**config.mk**
```make
export PLATFORM = sky130hd
export DESIGN_NAME = shift_rows_stream
export DESIGN_NICKNAME = d
export VERILOG_FILES = /design/src/rtl/shift_rows_stream.sv
export SDC_FILE = /design/constraint.sdc
export NUM_CORES = 1
export LEC_CHECK = 0
export ABC_AREA = 1
export CORE_MARGIN = 5
export CORE_UTILIZATION = 30
export CTS_CLUSTER_DIAMETER = 100
export CTS_CLUSTER_SIZE = 40
export DETAILED_ROUTE_END_ITERATION = 6
export PLACE_DENSITY = 0.62
export SETUP_SLACK_MARGIN = 0.2
export SLEW_MARGIN = 20
export SYNTH_ARGS = -nofsm -noshare
export SYNTH_HDL_FRONTEND = slang
export SYNTH_SLANG_ARGS = --single-unit
```
**constraint.sdc**
```tcl
create_clock -name CLK -period 6.1 [get_ports CLK]
set_input_delay 0.915 -clock CLK [delete_from_list [all_inputs] [get_ports CLK]]
set_output_delay 0.915 -clock CLK [all_outputs]
set_load 0.05 [all_outputs]
```
**src/rtl/shift_rows_stream.sv**
```systemverilog
// AES/Rijndael ShiftRows (forward or inverse per block) for Nb = 4/6/8,
// followed by a 2-entry output buffer so IN_READY never depends on OUT_READY.
module shift_rows_stream #(
    parameter  int unsigned NB           = 4,
    localparam int unsigned BLOCK_LENGTH = 32 * NB
) (
    input  logic                    CLK,
    input  logic                    RST,
    input  logic                    IN_VALID,
    output logic                    IN_READY,
    input  logic [BLOCK_LENGTH-1:0] IN,
    input  logic                    IN_INV,
    output logic                    OUT_VALID,
    input  logic                    OUT_READY,
    output logic [BLOCK_LENGTH-1:0] OUT,
    output logic                    OUT_INV
);

    localparam int unsigned NBYTES = 4 * NB;

    // Buffer occupancy doubles as the FSM state encoding.
    localparam logic [1:0] ST_EMPTY = 2'd0;
    localparam logic [1:0] ST_HALF  = 2'd1;
    localparam logic [1:0] ST_FULL  = 2'd2;

    if (NB != 4 && NB != 6 && NB != 8) begin : g_nb_check
        $error("shift_rows_stream: NB must be 4, 6 or 8");
    end

    // Row offsets; 256-bit blocks use the wider 0,1,3,4 schedule.
    function automatic int unsigned row_shift(input int unsigned r);
        if (NB == 8 && r >= 2) begin
            return r + 1;
        end
        return r;
    endfunction

    logic [BLOCK_LENGTH-1:0] fwd_c;
    logic [BLOCK_LENGTH-1:0] inv_c;
    logic [BLOCK_LENGTH-1:0] xf_c;

    // Pure byte routing: byte k sits at the MSB end, state is column-major.
    for (genvar gc = 0; gc < NB; gc++) begin : g_col
        for (genvar gr = 0; gr < 4; gr++) begin : g_row
            localparam int unsigned SH  = row_shift(gr);
            localparam int unsigned SF  = (gc + SH) % NB;
            localparam int unsigned SI  = (gc + NB - SH) % NB;
            localparam int unsigned DST = 4 * gc + gr;
            localparam int unsigned BF  = 4 * SF + gr;
            localparam int unsigned BI  = 4 * SI + gr;
            assign fwd_c[BLOCK_LENGTH-1-8*DST -: 8] = IN[BLOCK_LENGTH-1-8*BF -: 8];
            assign inv_c[BLOCK_LENGTH-1-8*DST -: 8] = IN[BLOCK_LENGTH-1-8*BI -: 8];
        end
    end

    assign xf_c = IN_INV ? inv_c : fwd_c;

    logic [1:0]              state_q;
    logic [1:0]              state_d;
    logic                    wr_ptr_q;
    logic                    wr_ptr_d;
    logic                    rd_ptr_q;
    logic                    rd_ptr_d;
    logic [BLOCK_LENGTH-1:0] data_q [2];
    logic                    inv_q  [2];
    logic                    push_c;
    logic                    pop_c;

    assign IN_READY  = (state_q != ST_FULL) && !RST;
    assign OUT_VALID = (state_q != ST_EMPTY);
    assign OUT       = data_q[rd_ptr_q];
    assign OUT_INV   = inv_q[rd_ptr_q];

    assign push_c = IN_VALID && IN_READY;
    assign pop_c  = OUT_VALID && OUT_READY;

    // Next-state and pointer logic for the 2-entry buffer.
    always_comb begin
        state_d  = state_q;
        wr_ptr_d = wr_ptr_q;
        rd_ptr_d = rd_ptr_q;
        if (push_c) begin
            wr_ptr_d = ~wr_ptr_q;
        end
        if (pop_c) begin
            rd_ptr_d = ~rd_ptr_q;
        end
        case (state_q)
            ST_EMPTY: begin
                if (push_c) begin
                    state_d = ST_HALF;
                end
            end
            ST_HALF: begin
                if (push_c && !pop_c) begin
                    state_d = ST_FULL;
                end else if (pop_c && !push_c) begin
                    state_d = ST_EMPTY;
                end
            end
            ST_FULL: begin
                if (pop_c) begin
                    state_d = ST_HALF;
                end
            end
            default: begin
                state_d = ST_EMPTY;
            end
        endcase
    end

    // Reset discards buffered blocks and ignores handshakes in that cycle.
    always_ff @(posedge CLK) begin
        if (RST) begin
            state_q  <= ST_EMPTY;
            wr_ptr_q <= 1'b0;
            rd_ptr_q <= 1'b0;
            for (int i = 0; i < 2; i++) begin
                data_q[i] <= '0;
                inv_q[i]  <= 1'b0;
            end
        end else begin
            state_q  <= state_d;
            wr_ptr_q <= wr_ptr_d;
            rd_ptr_q <= rd_ptr_d;
            if (push_c) begin
                data_q[wr_ptr_q] <= xf_c;
                inv_q[wr_ptr_q]  <= IN_INV;
            end
        end
    end

endmodule

```
Word-level counts from Yosys, hierarchy flattened. Memories as Yosys holds them, arrays and structs flattened. A register that Yosys moved wholly into a read port is not among the register bits. Cells that the tools add are included.

Logic and storage cells: 47. Memories: 2. Input bits: 133. Output and inout bits: 131. Memory bits (writable): 258. Register bits after elaboration: 4.

Eq/ne operators: 6. Reductions and logical operators: 13. Mux-type cells: 21. Bitwise gates (word level): 2.

Memory list: data_q (words 2, width 128, read ports 1, clocked after Yosys merged registers in 1, write ports 2, line 64) `logic [BLOCK_LENGTH-1:0] data_q [2];`; inv_q (words 2, width 1, read ports 1, clocked after Yosys merged registers in 1, write ports 2, line 65) `logic inv_q [2];`.

Operators by type and width (count): $mux W128 (1); $reduce_or A128 Y1 (1); $mux W120 (1); $mux W1 (14); $mux W2 (4); $ne A2 B2 Y1 const B (3); $pmux W2 S3 (1); $logic_and A1 B1 Y1 (5); $logic_not A1 Y1 (3); $ne A3 B3 Y1 const B (1); $reduce_and A3 Y1 (1); $eq A2 B1 Y1 const B (1); $eq A2 B2 Y1 const B (1); $logic_not A2 Y1 (1); $not A1 Y1 (2); $reduce_bool A2 Y1 (1); $reduce_or A1 Y1 (1).

Logic depth before layout (Yosys ltp).
Depth in word-level cells: 8. Mapped depth: 10. Gate-level depth less buffers: 10.

Least setup slack after synthesis. OpenSTA, ideal clock, no wires.

Path type: input to register. Start: input RST. End: memory data_q[0][0] (netlist name) (enable). Arrival: 4.285 ns. Path buffers: 2. Required time: 5.606 ns. Path slack: 1.322 ns. Stages on the path: 7. Path through: inv_1 > nand3_2 > inv_2 > nand2_2 > buf_6 > buf_6 > nand2_1.

RTL lines: start, declared (line 8) `input logic RST,`; end, declared (line 64).

==> results.ini <==
[status]
run_status = completed

[worst_setup_path]
crit_chain = buf_12 -> mux2_2 -> clkdlybuf4s50_1
slowest_stage = dfxtp_4
cp_top_family = buffers and inverters
cp.arrival_ns = 3.13
crit_fanout = 68
cp-start-kind = flop
slowest_delay_ns = 0.97
path_buf_inv = 2
worstSetupPathType = reg2out
required_ns = 5.18
cp-end-kind = output port

[power_and_ir_drop]
p_per_area_nw_per_um2 = 275
ir_drop_uv = 175
switching_share_pct = 30.6
p_int_mw = 2.89
finalPower_mw = 4.16
comb_power_share_pct = 25.0
p_leak_nw = 5.96
clockPowerShare_pct = 23.2
p_switching_mw = 1.27
seqPwrFrac_pct = 51.8

[logic_synthesis]
syn_avg_cell_area_um2 = 12.2
syn_nets = 1098
ys_seq_elements = 263
syn_area_um2 = 11800
synth_seq_area_share_pct = 66.5
yosysWarnings = 0
netlist_instances = 964
synth_cell_types = 20

[timing]
max_freq_mhz = 247
worst_pin_slew_ns = 1.02
fin_skew_ns = 0.0314
drv_slew = 0
setup_violations = 0
period_share_pct = 66.2
layout_min_cycle_time_ns = 4.04
hold_violations = 0
slew_headroom_pct = 31.8
rsz0062_at_grt = false
fin_tns_setup_ns = 0

[clock_tree]
clock_path_buffers = 3
cts_buffers = 11
post-cts-setup-buffer-count = 0
cts_max_level = 1
clockRootBuffer = clkbuf_16
holdBufCountCts = 0
cts_resized = 0
clk_pin_slew_ns = 0.14
cts_tree = built
clock_latency_ns = 0.51
cts_num_sinks = 263

[finish]
multiInputGateArea_um2 = 3190
antenna_cells = 0
layout.nets = 1326
layoutNonFillerInstCount = 1714
drive_gt1_share_pct = 15.3
seq_area_um2 = 7850
nFillCells = 3708
post-route-util_pct = 39.1
areaGrowthSynthToFinish_pct = 28.5

[drt]
drt_pass1_iterations = 6
routedWlPerCell_um = 16.6
via_count = 7537
routed_wl_um = 28500
drtAntennaViolNets = 0
drtIter0Drc = 424
drc_errors = 0
viasPerCell = 4.40

[floorplan]
ios = 264
start_util_pct = 30.4
die_y_um = 208
die_width_um = 208
core_area_um2 = 38800
rows = 72
floorplan.die_area_um2 = 43400

[grt]
grt_pass1_wl_um = 44000
grt_pass1_vias = 7813
grt_usage_pct = 12.5
antenna_found_initial = 0
gr-total-overflow = 0
grt_max_degree = 131

[placement]
numPortBuffers = 263
dp.cells = 1697
place_congestion = 0.745
dpl.hpwl_um = 18000

[run]
max_cap_violations = 0

[min_path]
min_path_type = reg2reg

## placed cells by master (no fill, tap or decap), drive strengths merged
master         count
nand3              5
clkinv             2
mux2             129
nand2             72
inv              108
edfxtp           258
and3               1
o21ai             65
bufinv             1
buf                9
ha                 1
clkbuf            12
clkdlybuf4s50    262
a21oi              5
dfxtp              5
nor2             261
## layer usage
layer | vias up | GRT usage, % | part of all wire, %
met3 | 15 | 2.20 | 5.2
met4 | 0 | 2.15 | 1.6
met2 | 212 | 21.8 | 50
li1 | 3670 | - | -
met1 | 3640 | 16.6 | 44
met5 | - | 0 | 0
## state kept, by name, summed over array words and instances (netlist names), named ones only
signal	count
data_q	256
inv_q	2
state_q	2
rd_ptr_q	1
wr_ptr_q	1
## final timing paths
kind                           startpoint                      endpoint  slack [ns]  cells past startpoint
hold / removal      rd_ptr_q$_SDFFE_PP0P_                          flop        0.50                      2
hold reg to reg     rd_ptr_q$_SDFFE_PP0P_                          flop        0.50                      2
setup / recovery                     flop                       OUT[80]        2.06                      3
setup reg to reg  state_q[0]$_SDFFE_PP0P_  data_q[0][113]$_SDFFCE_PN0P_        3.16                      7
## power groups by stage
stage               Sequential (mW)  Clock, mW  Combinational, mW
floorplan                      2.18          0              0.702
global placement               2.19          0               1.05
detailed placement             2.20          0               1.05
CTS                            2.16       1.00               1.06
global route                   2.17       1.05               1.10
finish                         2.16      0.967               1.04
## cells in the mapped netlist, drive strengths merged
library cell  count  area [um2]
nand2            72         275
ha                1        12.5
nor2            261        1030
mux2            129        1450
o21ai            65         325
buf              46         364
a21oi             5        25.0
inv             106         398
clkbuf           10        37.5
and3              1        6.26
edfxtp          258        7750
nand3             5        30.0
dfxtp             5         100
## kinds of logic after synthesis
group	share of synthesized area, %
buffers and inverters	6.77
adders and majority gates	0.106
AOI/OAI and AO/OA	2.97
and+or+nand+nor	11.4
muxes	12.3
DFF	66.5
## cell type report
cell class                 instances  area share [%]
sequential                       263            51.8
multi-input combinational        539            21.0
inverter                         106            2.62
timing repair buffer             271            17.9
clock buffer                      12            1.84
clock inverter                     5           0.561
tap                              518            4.27
## through the flow
step | hold WS, ns | cell area (um2) | setup WS [ns]
floorplan | 0.447 | 11800 | 1.32
global placement | 0.454 | 14800 | 1.95
detailed placement | 0.472 | 14800 | 1.94
CTS | 0.495 | 15200 | 1.93
global route | 0.566 | 15200 | 1.90
finish | 0.504 | 15200 | 2.06
## tightest hold or removal path: cells and delay by family (launching register included)
family | cells | cell delay [ns]
AO/OA/AOI/OAI | 1 | 0.07
flip-flops | 1 | 0.33
buffers and inverters | 1 | 0.08
No activity file was read; power rests on OpenSTA's default activity.
